--- src/rtl/upstream_order_arbiter.sv ---
`default_nettype none
// ============================================================================
// Module      : upstream_order_arbiter
// Description : Round-robin arbiter that serialises order and max-update
//               requests onto the shared upstream risk cache, performing an
//               atomic read / risk-check / write-back per transaction.
//               Optional cache watchdog enabled by macro ARB_TIMEOUT_EN.
// Revision    : 1.0 - initial release
// ============================================================================
module upstream_order_arbiter #(
    parameter int NPORTS  = 4,
    parameter int TIMEOUT = 64
) (
    input  logic                  clk,
    input  logic                  HRESETn,
    input  logic [NPORTS-1:0]     req_valid,
    output logic [NPORTS-1:0]     req_ready,
    input  logic [5*NPORTS-1:0]   req_client_id,
    input  logic [16*NPORTS-1:0]  req_amount,
    input  logic [NPORTS-1:0]     req_new_max,
    input  logic [15:0]           cancelled_orders,
    output logic                  cache_req_valid,
    output logic                  cache_req_rw,
    output logic [31:0]           cache_req_index,
    output logic [31:0]           cache_req_data,
    input  logic                  cache_res_ready,
    input  logic [31:0]           cache_res_data,
    output logic                  resp_valid,
    output logic [2:0]            resp_port,
    output logic                  resp_pass,
    output logic                  resp_error,
    input  logic                  resp_ready
);

    localparam int           PW = (NPORTS > 1) ? $clog2(NPORTS) : 1;
    localparam logic [PW:0]  NP = (PW+1)'(NPORTS);

    if (NPORTS < 2 || NPORTS > 8 || TIMEOUT < 1) begin : g_param_check
        $error("upstream_order_arbiter: NPORTS must be 2..8 and TIMEOUT >= 1");
    end

    typedef enum logic [2:0] {
        S_IDLE  = 3'd0,
        S_READ  = 3'd1,
        S_CHECK = 3'd2,
        S_WRITE = 3'd3,
        S_RESP  = 3'd4
    } state_t;

    state_t        r_state, w_state_nxt;
    logic [PW-1:0] r_rr_ptr, w_rr_ptr_nxt;
    logic [PW-1:0] r_port, w_port_nxt;
    logic [4:0]    r_cid, w_cid_nxt;
    logic [15:0]   r_amount, w_amount_nxt;
    logic          r_new_max, w_new_max_nxt;
    logic [31:0]   r_entry, w_entry_nxt;

    logic          w_cache_valid_nxt, w_cache_rw_nxt;
    logic [31:0]   w_cache_index_nxt, w_cache_data_nxt;
    logic          w_resp_valid_nxt, w_resp_pass_nxt, w_resp_error_nxt;
    logic [2:0]    w_resp_port_nxt;

    logic [4:0]    w_cid  [NPORTS];
    logic [15:0]   w_amt  [NPORTS];
    for (genvar p = 0; p < NPORTS; p++) begin : g_unpack
        assign w_cid[p] = req_client_id[5*p +: 5];
        assign w_amt[p] = req_amount[16*p +: 16];
    end

    // Search starts at rr_ptr and wraps modulo NPORTS (need not be a power of 2).
    logic          w_found;
    logic [PW-1:0] w_grant;
    logic [PW:0]   w_rr_inc;
    always_comb begin
        logic [PW:0] sum;
        sum     = '0;
        w_found = 1'b0;
        w_grant = '0;
        for (int i = 0; i < NPORTS; i++) begin
            sum = {1'b0, r_rr_ptr} + (PW+1)'(i);
            if (sum >= NP)
                sum = sum - NP;
            if (!w_found && req_valid[sum[PW-1:0]]) begin
                w_found = 1'b1;
                w_grant = sum[PW-1:0];
            end
        end
        w_rr_inc = {1'b0, w_grant} + (PW+1)'(1);
        if (w_rr_inc >= NP)
            w_rr_inc = '0;
    end

    always_comb begin
        req_ready = '0;
        if (r_state == S_IDLE && w_found && HRESETn)
            req_ready[w_grant] = 1'b1;
    end

    // Unsigned operands widened to 17 bits so an over-cancelled total goes negative.
    logic [16:0] w_result;
    logic        w_order_pass;
    assign w_result     = {1'b0, r_entry[15:0]} - {1'b0, cancelled_orders} + {1'b0, r_amount};
    assign w_order_pass = $signed({1'b0, r_entry[31:16]}) > $signed(w_result);

    logic w_tmo;
`ifdef ARB_TIMEOUT_EN
    localparam int TW = $clog2(TIMEOUT + 1);
    logic [TW-1:0] r_tmo_cnt;

    always_ff @(posedge clk or negedge HRESETn) begin
        if (!HRESETn)
            r_tmo_cnt <= '0;
        else if (w_state_nxt != r_state)
            r_tmo_cnt <= '0;
        else if (r_state == S_READ || r_state == S_WRITE)
            r_tmo_cnt <= r_tmo_cnt + TW'(1);
    end

    assign w_tmo = (r_state == S_READ || r_state == S_WRITE) && !cache_res_ready &&
                   (r_tmo_cnt == TW'(TIMEOUT - 1));
`else
    assign w_tmo = 1'b0;
`endif

    always_comb begin
        w_state_nxt       = r_state;
        w_rr_ptr_nxt      = r_rr_ptr;
        w_port_nxt        = r_port;
        w_cid_nxt         = r_cid;
        w_amount_nxt      = r_amount;
        w_new_max_nxt     = r_new_max;
        w_entry_nxt       = r_entry;
        w_cache_valid_nxt = cache_req_valid;
        w_cache_rw_nxt    = cache_req_rw;
        w_cache_index_nxt = cache_req_index;
        w_cache_data_nxt  = cache_req_data;
        w_resp_valid_nxt  = resp_valid;
        w_resp_port_nxt   = resp_port;
        w_resp_pass_nxt   = resp_pass;
        w_resp_error_nxt  = resp_error;

        case (r_state)
            S_IDLE: begin
                if (w_found) begin
                    w_state_nxt       = S_READ;
                    w_port_nxt        = w_grant;
                    w_cid_nxt         = w_cid[w_grant];
                    w_amount_nxt      = w_amt[w_grant];
                    w_new_max_nxt     = req_new_max[w_grant];
                    w_rr_ptr_nxt      = w_rr_inc[PW-1:0];
                    w_cache_valid_nxt = 1'b1;
                    w_cache_rw_nxt    = 1'b0;
                    w_cache_index_nxt = {23'b0, w_cid[w_grant], 4'b0};
                    w_cache_data_nxt  = 32'b0;
                end
            end
            S_READ: begin
                if (cache_res_ready) begin
                    w_state_nxt       = S_CHECK;
                    w_entry_nxt       = cache_res_data;
                    w_cache_valid_nxt = 1'b0;
                    w_cache_index_nxt = 32'b0;
                end else if (w_tmo) begin
                    w_state_nxt       = S_RESP;
                    w_cache_valid_nxt = 1'b0;
                    w_cache_index_nxt = 32'b0;
                    w_resp_valid_nxt  = 1'b1;
                    w_resp_port_nxt   = 3'(r_port);
                    w_resp_pass_nxt   = 1'b0;
                    w_resp_error_nxt  = 1'b1;
                end
            end
            S_CHECK: begin
                if (r_new_max || w_order_pass) begin
                    w_state_nxt       = S_WRITE;
                    w_cache_valid_nxt = 1'b1;
                    w_cache_rw_nxt    = 1'b1;
                    w_cache_index_nxt = {23'b0, r_cid, 4'b0};
                    w_cache_data_nxt  = r_new_max ? {r_amount, r_entry[15:0]}
                                                  : {r_entry[31:16], w_result[15:0]};
                end else begin
                    w_state_nxt      = S_RESP;
                    w_resp_valid_nxt = 1'b1;
                    w_resp_port_nxt  = 3'(r_port);
                    w_resp_pass_nxt  = 1'b0;
                    w_resp_error_nxt = 1'b0;
                end
            end
            S_WRITE: begin
                if (cache_res_ready || w_tmo) begin
                    w_state_nxt       = S_RESP;
                    w_cache_valid_nxt = 1'b0;
                    w_cache_rw_nxt    = 1'b0;
                    w_cache_index_nxt = 32'b0;
                    w_cache_data_nxt  = 32'b0;
                    w_resp_valid_nxt  = 1'b1;
                    w_resp_port_nxt   = 3'(r_port);
                    w_resp_pass_nxt   = cache_res_ready;
                    w_resp_error_nxt  = !cache_res_ready;
                end
            end
            S_RESP: begin
                if (resp_ready) begin
                    w_state_nxt      = S_IDLE;
                    w_resp_valid_nxt = 1'b0;
                    w_resp_port_nxt  = 3'b0;
                    w_resp_pass_nxt  = 1'b0;
                    w_resp_error_nxt = 1'b0;
                end
            end
            default: w_state_nxt = S_IDLE;
        endcase
    end

    always_ff @(posedge clk or negedge HRESETn) begin
        if (!HRESETn) begin
            r_state         <= S_IDLE;
            r_rr_ptr        <= '0;
            r_port          <= '0;
            r_cid           <= '0;
            r_amount        <= '0;
            r_new_max       <= 1'b0;
            r_entry         <= '0;
            cache_req_valid <= 1'b0;
            cache_req_rw    <= 1'b0;
            cache_req_index <= '0;
            cache_req_data  <= '0;
            resp_valid      <= 1'b0;
            resp_port       <= '0;
            resp_pass       <= 1'b0;
            resp_error      <= 1'b0;
        end else begin
            r_state         <= w_state_nxt;
            r_rr_ptr        <= w_rr_ptr_nxt;
            r_port          <= w_port_nxt;
            r_cid           <= w_cid_nxt;
            r_amount        <= w_amount_nxt;
            r_new_max       <= w_new_max_nxt;
            r_entry         <= w_entry_nxt;
            cache_req_valid <= w_cache_valid_nxt;
            cache_req_rw    <= w_cache_rw_nxt;
            cache_req_index <= w_cache_index_nxt;
            cache_req_data  <= w_cache_data_nxt;
            resp_valid      <= w_resp_valid_nxt;
            resp_port       <= w_resp_port_nxt;
            resp_pass       <= w_resp_pass_nxt;
            resp_error      <= w_resp_error_nxt;
        end
    end

endmodule
`default_nettype wire

--- config.mk ---
export PLATFORM = sky130hd
export DESIGN_NAME = upstream_order_arbiter
export DESIGN_NICKNAME = d
export VERILOG_FILES = /design/src/rtl/upstream_order_arbiter.sv
export SDC_FILE = /design/constraint.sdc
export NUM_CORES = 1
export LEC_CHECK = 0
export BUFFER_PORTS_ARGS = -buffer_cell sky130_fd_sc_hd__buf_4
export CORE_ASPECT_RATIO = 0.8
export CORE_MARGIN = 8
export CORE_UTILIZATION = 35
export DETAILED_ROUTE_END_ITERATION = 10
export PLACE_DENSITY = 0.54
export SYNTH_ARGS = -nofsm -noshare
export SYNTH_HDL_FRONTEND = slang
export SYNTH_SLANG_ARGS = --single-unit
--- constraint.sdc ---
create_clock -name clk -period 8.49 [get_ports clk]
set_input_delay 2.1225 -clock clk [delete_from_list [all_inputs] [get_ports clk]]
set_output_delay 2.1225 -clock clk [all_outputs]
set_load 0.01 [all_outputs]
==> impl.org <==
** Outcome
- The flow ran to the end, and the final reports show no timing, DRC or antenna violations.

** Global route
- For met2 alone, demand over resource in global routing was 0.271.
- For this run, global-route usage on met1 was measured as 0.251.
- Initial antenna violation count :: 0
- Across every metal layer, demand over resource in global routing totals 0.179.
- The layer flagged by global routing as most heavily used is met2.
- GRT overflow :: 0
- Vias in the first global route :: 6251
- Met3 capacity usage during global routing :: 0.0486
- Wire length of the first global-routing pass :: 35100 um
- Entering global routing, the biggest net connects 62 pins.

** Worst setup path
- Category of the critical setup timing path :: input port to flop
- The startpoint identified for the worst register-to-register timing path is r_amount[8].
- Kind of end point of the critical path :: flop
- Among cell families on the critical path, the largest total delay comes from compound AO/OA/AOI/OAI gates.
- On the critical path, the stage with the largest delay is an instance of sky130_fd_sc_hd__o21ai_2.
- Crit path launch type :: input port
- Crit path cell chain :: buf_4 -> fa_1 -> inv_1 -> ha_1 -> and4_4 -> a221oi_2 -> o21ai_1 -> or2_2 -> a21o_1 -> a21oi_1 -> xnor2_1 -> inv_1 -> ha_1 -> nand4_1 -> nor4_1 -> a21oi_1 -> a2bb2oi_2 -> o21ai_2 -> and2_1 -> buf_4 -> a22o_1
- Cells on worst reg2reg path :: 21
- Data on the critical path arrives at its endpoint at 7.71 ns.
- For this run, the slowest stage of the critical path takes 0.78 ns.
- Reg-to-reg slack, setup :: 2.55 ns
- At the worst endpoint, the required time is 8.79 ns.
- Worst path bufs/invs :: 4
- In this run the worst path has a maximum fanout of 21.
- Worst reg2reg path endpoint :: cache_req_data[1]

** Clock tree
- The tree built by TritonCTS fans out to 105 sinks.
- Clock latency on the worst-skew pair, taken at its later pin, is 0.36 ns.
- TritonCTS clock tree :: yes
- Num CTS Buffers :: 9
- Count of instances resized after the clock tree is built :: 0
- The tree is rooted in a sky130_fd_sc_hd__clkbuf_16.
- Worst-path clk slew :: 0.07 ns
- The number of hold buffers added after CTS was 0.
- Largest buffer count on any clock path :: 2
- In this run the number of H-tree levels came out at 3.
- Number of post-CTS setup repair buffers :: 0

** STA
- Least setup slack across all paths after layout :: 1.08 ns
- The max-slew violation count is 0.
- Worst clock skew :: 0.00727 ns
- In this run the tightest slew margin relative to its limit is 0.267.
- Setup TNS :: 0 ns
- Setup violations remaining at the end of the flow were counted as 0.
- For the pin with the worst max-slew slack, the measured transition is 1.10 ns.
- Dividing the final minimum period by the clock period gives 0.873.
- Derived from the worst setup path, the maximum achievable clock frequency is 135 MHz.
- Final Hold Slack :: 0.484 ns
- Min Clock Period, post-route :: 7.41 ns
- Unrepaired setup endpoints after global routing :: false
- The number of hold violations in the final report is 0.

** Cells and area
- In the final layout, flip-flops and latches occupy 2630 um2.
- Footprint of the multi-input gates :: 3840 um2
- In the final layout, the share of cells above drive strength 1 is 0.249.
- The number of antenna diodes in the final layout is 0.
- Final core area utilization :: 0.450
- Nets@finish :: 1178
- Counting the fill cells in the layout gives 2046.
- Compared with the post-synthesis result, the final layout area differs by 26.1%.

** Synthesis
- Total number of yosys warnings :: 0
- Seq/Total Area, Yosys :: 0.372
- The mapped netlist covers 7060 um2.
- Of all flip-flops after synthesis, the portion carrying an async set or reset was 1.00.
- The synthesized design contains 0 enable-type register cells.
- In the synthesized netlist, the number of instances is 813.
- After synthesis, the netlist uses 62 different library cells.
- The synthesized design contains 105 register bits.
- Top_reg_cell synth :: sky130_fd_sc_hd__dfrtp_1
- Post-synthesis area per instance :: 8.68 um2

** Power and ir drop
- Summed over all cells, the static leakage comes to 4.51 nW.
- The share of total power dissipated in sequential elements is 0.216.
- Switching share of total power :: 0.495
- Internal power comes to 0.00216 W.
- Summing internal, switching and leakage power gives 0.00429 W.
- For this design the total switching power over the nets is 0.00212 W.
- Of the total power, combinational logic draws 0.681.
- The share of total power dissipated in the clock network is 0.104.
- Power per cell area :: 481 nW/um2
- Largest voltage drop on the vdd net :: 0.203 mV

** Placed design
- GPL Wtd Cong :: 0.846
- OpenSTA, run right after detailed placement, puts the worst setup slack at 0.756 ns.
- Number of buffers inserted by port buffering :: 191
- Summed over all nets, the half-perimeter wirelength after detailed placement is 17400 um.

** Route
- After detailed routing, the total wire length is 22300 um.
- In this run, the number of DRC markers left after iteration 0 of detailed routing was 367.
- Wire length per cell after detailed routing :: 17.8 um
- Residual DRC :: 0
- Vias per cell :: 4.88
- Residual antenna-violating net count after detailed routing :: 0
- The first TritonRoute pass finished after 5 iterations.
- Vias post-DR :: 6094

** Floorplan
- For this configuration, the core starts out at a cell density of 0.357.
- Die outline height :: 143 um
- Die Area :: 25000 um2
- CORE AREA :: 19800 um2
- After floorplanning, the core was divided into 46 placement rows.
- Die X :: 175 um
- IO Count :: 220

** Min path
- The startpoint identified for the worst hold timing path is r_port[0].
- The tightest min-delay check is of the flop to flop type.
- Counting instances, the worst hold path has a depth of 2.
- The worst hold path terminates at r_port[0].

** Run
- Max-cap violations in this run came to 0.
[metrics by stage]
stage,instances,instance area (um2)
global route,1250,8900
global placement,1234,8600
finish,1250,8900
floorplan,840,7160
CTS,1250,8900
detailed placement,1234,8600
[worst min-delay path: stages (launching register included)]
cell	delay (ns)
sky130_fd_sc_hd__dfrtp_1	0.34
sky130_fd_sc_hd__nand2_1	0.05
sky130_fd_sc_hd__o21ai_0	0.06
[power by group through the flow]
stage	combinational, W	clock (W)	sequential [W]
6_report	0.00292	0.000444	0.000924
5_1_grt	0.00330	0.000474	0.000957
4_1_cts	0.00294	0.000457	0.000925
3_5_place_dp	0.00292	0	0.000931
3_3_place_gp	0.00291	0	0.000935
2_1_floorplan	0.00222	0	0.000842
[state kept, by name, summed over array words and instances (netlist names), named ones only]
signal / cells
r_rr_ptr: 1
r_port: 2
cache_req_data: 32
r_new_max: 1
cache_req_index: 5
resp_pass: 1
resp_error: 1
resp_valid: 1
r_entry: 32
r_state: 3
r_cid: 5
cache_req_rw: 1
cache_req_valid: 1
resp_port: 2
r_amount: 16
[synth_stat cells (18+ instances only)]
master / count / area share
sky130_fd_sc_hd__a21oi_1: 29 / 0.021
sky130_fd_sc_hd__buf_4: 30 / 0.032
sky130_fd_sc_hd__clkbuf_1: 24 / 0.013
sky130_fd_sc_hd__dfrtp_1: 105 / 0.37
sky130_fd_sc_hd__ha_1: 37 / 0.066
sky130_fd_sc_hd__inv_1: 77 / 0.041
sky130_fd_sc_hd__mux2_2: 18 / 0.029
sky130_fd_sc_hd__nand2_1: 173 / 0.092
sky130_fd_sc_hd__nand3_1: 28 / 0.020
sky130_fd_sc_hd__nor2_1: 21 / 0.011
sky130_fd_sc_hd__o211ai_1: 18 / 0.019
sky130_fd_sc_hd__o21ai_0: 69 / 0.049
[cells in the final DEF, fill, tap and decap left out, types with 3 or more instances in the layout]
cell type and instances:
sky130_fd_sc_hd__buf_4 201, sky130_fd_sc_hd__nand2_1 173, sky130_fd_sc_hd__dfrtp_1 104, sky130_fd_sc_hd__inv_1 77, sky130_fd_sc_hd__o21ai_0 69, sky130_fd_sc_hd__ha_1 37
sky130_fd_sc_hd__a21oi_1 29, sky130_fd_sc_hd__nand3_1 28, sky130_fd_sc_hd__conb_1 28, sky130_fd_sc_hd__nor2_1 21, sky130_fd_sc_hd__mux2_2 18, sky130_fd_sc_hd__o211ai_1 18
sky130_fd_sc_hd__mux2i_1 17, sky130_fd_sc_hd__o2bb2ai_1 17, sky130_fd_sc_hd__fa_1 16, sky130_fd_sc_hd__a22o_1 14, sky130_fd_sc_hd__clkbuf_16 9, sky130_fd_sc_hd__a21o_1 7
sky130_fd_sc_hd__and3_1 7, sky130_fd_sc_hd__xor2_1 7, sky130_fd_sc_hd__nor2b_1 6, sky130_fd_sc_hd__nor3_1 6, sky130_fd_sc_hd__xnor2_1 6, sky130_fd_sc_hd__nand2b_1 5
sky130_fd_sc_hd__a2bb2oi_1 5, sky130_fd_sc_hd__o22ai_1 5, sky130_fd_sc_hd__a211oi_1 4, sky130_fd_sc_hd__a31oi_1 3
[worst max-delay path by stage]
stage                        startpoint                 end  slack [ns]  cells after the start
detailed placement  cancelled_orders[8]   cache_req_data[1]        0.76                     21
finish              cancelled_orders[8]   cache_req_data[1]        1.08                     21
CTS                 cancelled_orders[2]   cache_req_data[1]        1.10                     22
global placement    cancelled_orders[2]   cache_req_data[2]        0.89                     22
floorplan           cancelled_orders[8]  cache_req_data[11]        2.00                     23
global route        cancelled_orders[8]   cache_req_data[1]        0.69                     21
[kinds of logic (layout without fill, tap and decap cells)]
| logic type | count (synthesis) | after routing | synth area share |
|---|---|---|---|
| and+or+nand+nor | 261 | 261 | 0.158 |
| muxes | 35 | 35 | 0.0528 |
| AOI/OAI and AO/OA | 195 | 195 | 0.186 |
| buffers and inverters | 149 | 295 | 0.101 |
| DFF | 105 | 105 | 0.372 |
| other | 1 | 28 | 0.000531 |
| adders and majority gates | 53 | 53 | 0.111 |
| xor gates and xnor gates | 14 | 14 | 0.0184 |
[metal layers]
metal,routed length [um],vias to the layer above
li1,-,3043
met1,10900,2854
met2,9630,188
met3,1560,9
met4,169,0
met5,0,-
[area by class of cell]
class | instances | share of cell area
Clock inverter | 4 | 0.00660
Inverter | 78 | 0.0329
Tap cell | 264 | 0.0371
Multi-Input combinational cell | 586 | 0.431
Clock buffer | 12 | 0.0277
Timing Repair Buffer | 201 | 0.169
Sequential cell | 105 | 0.295
Note: power is estimated with default switching activity, not from simulation.
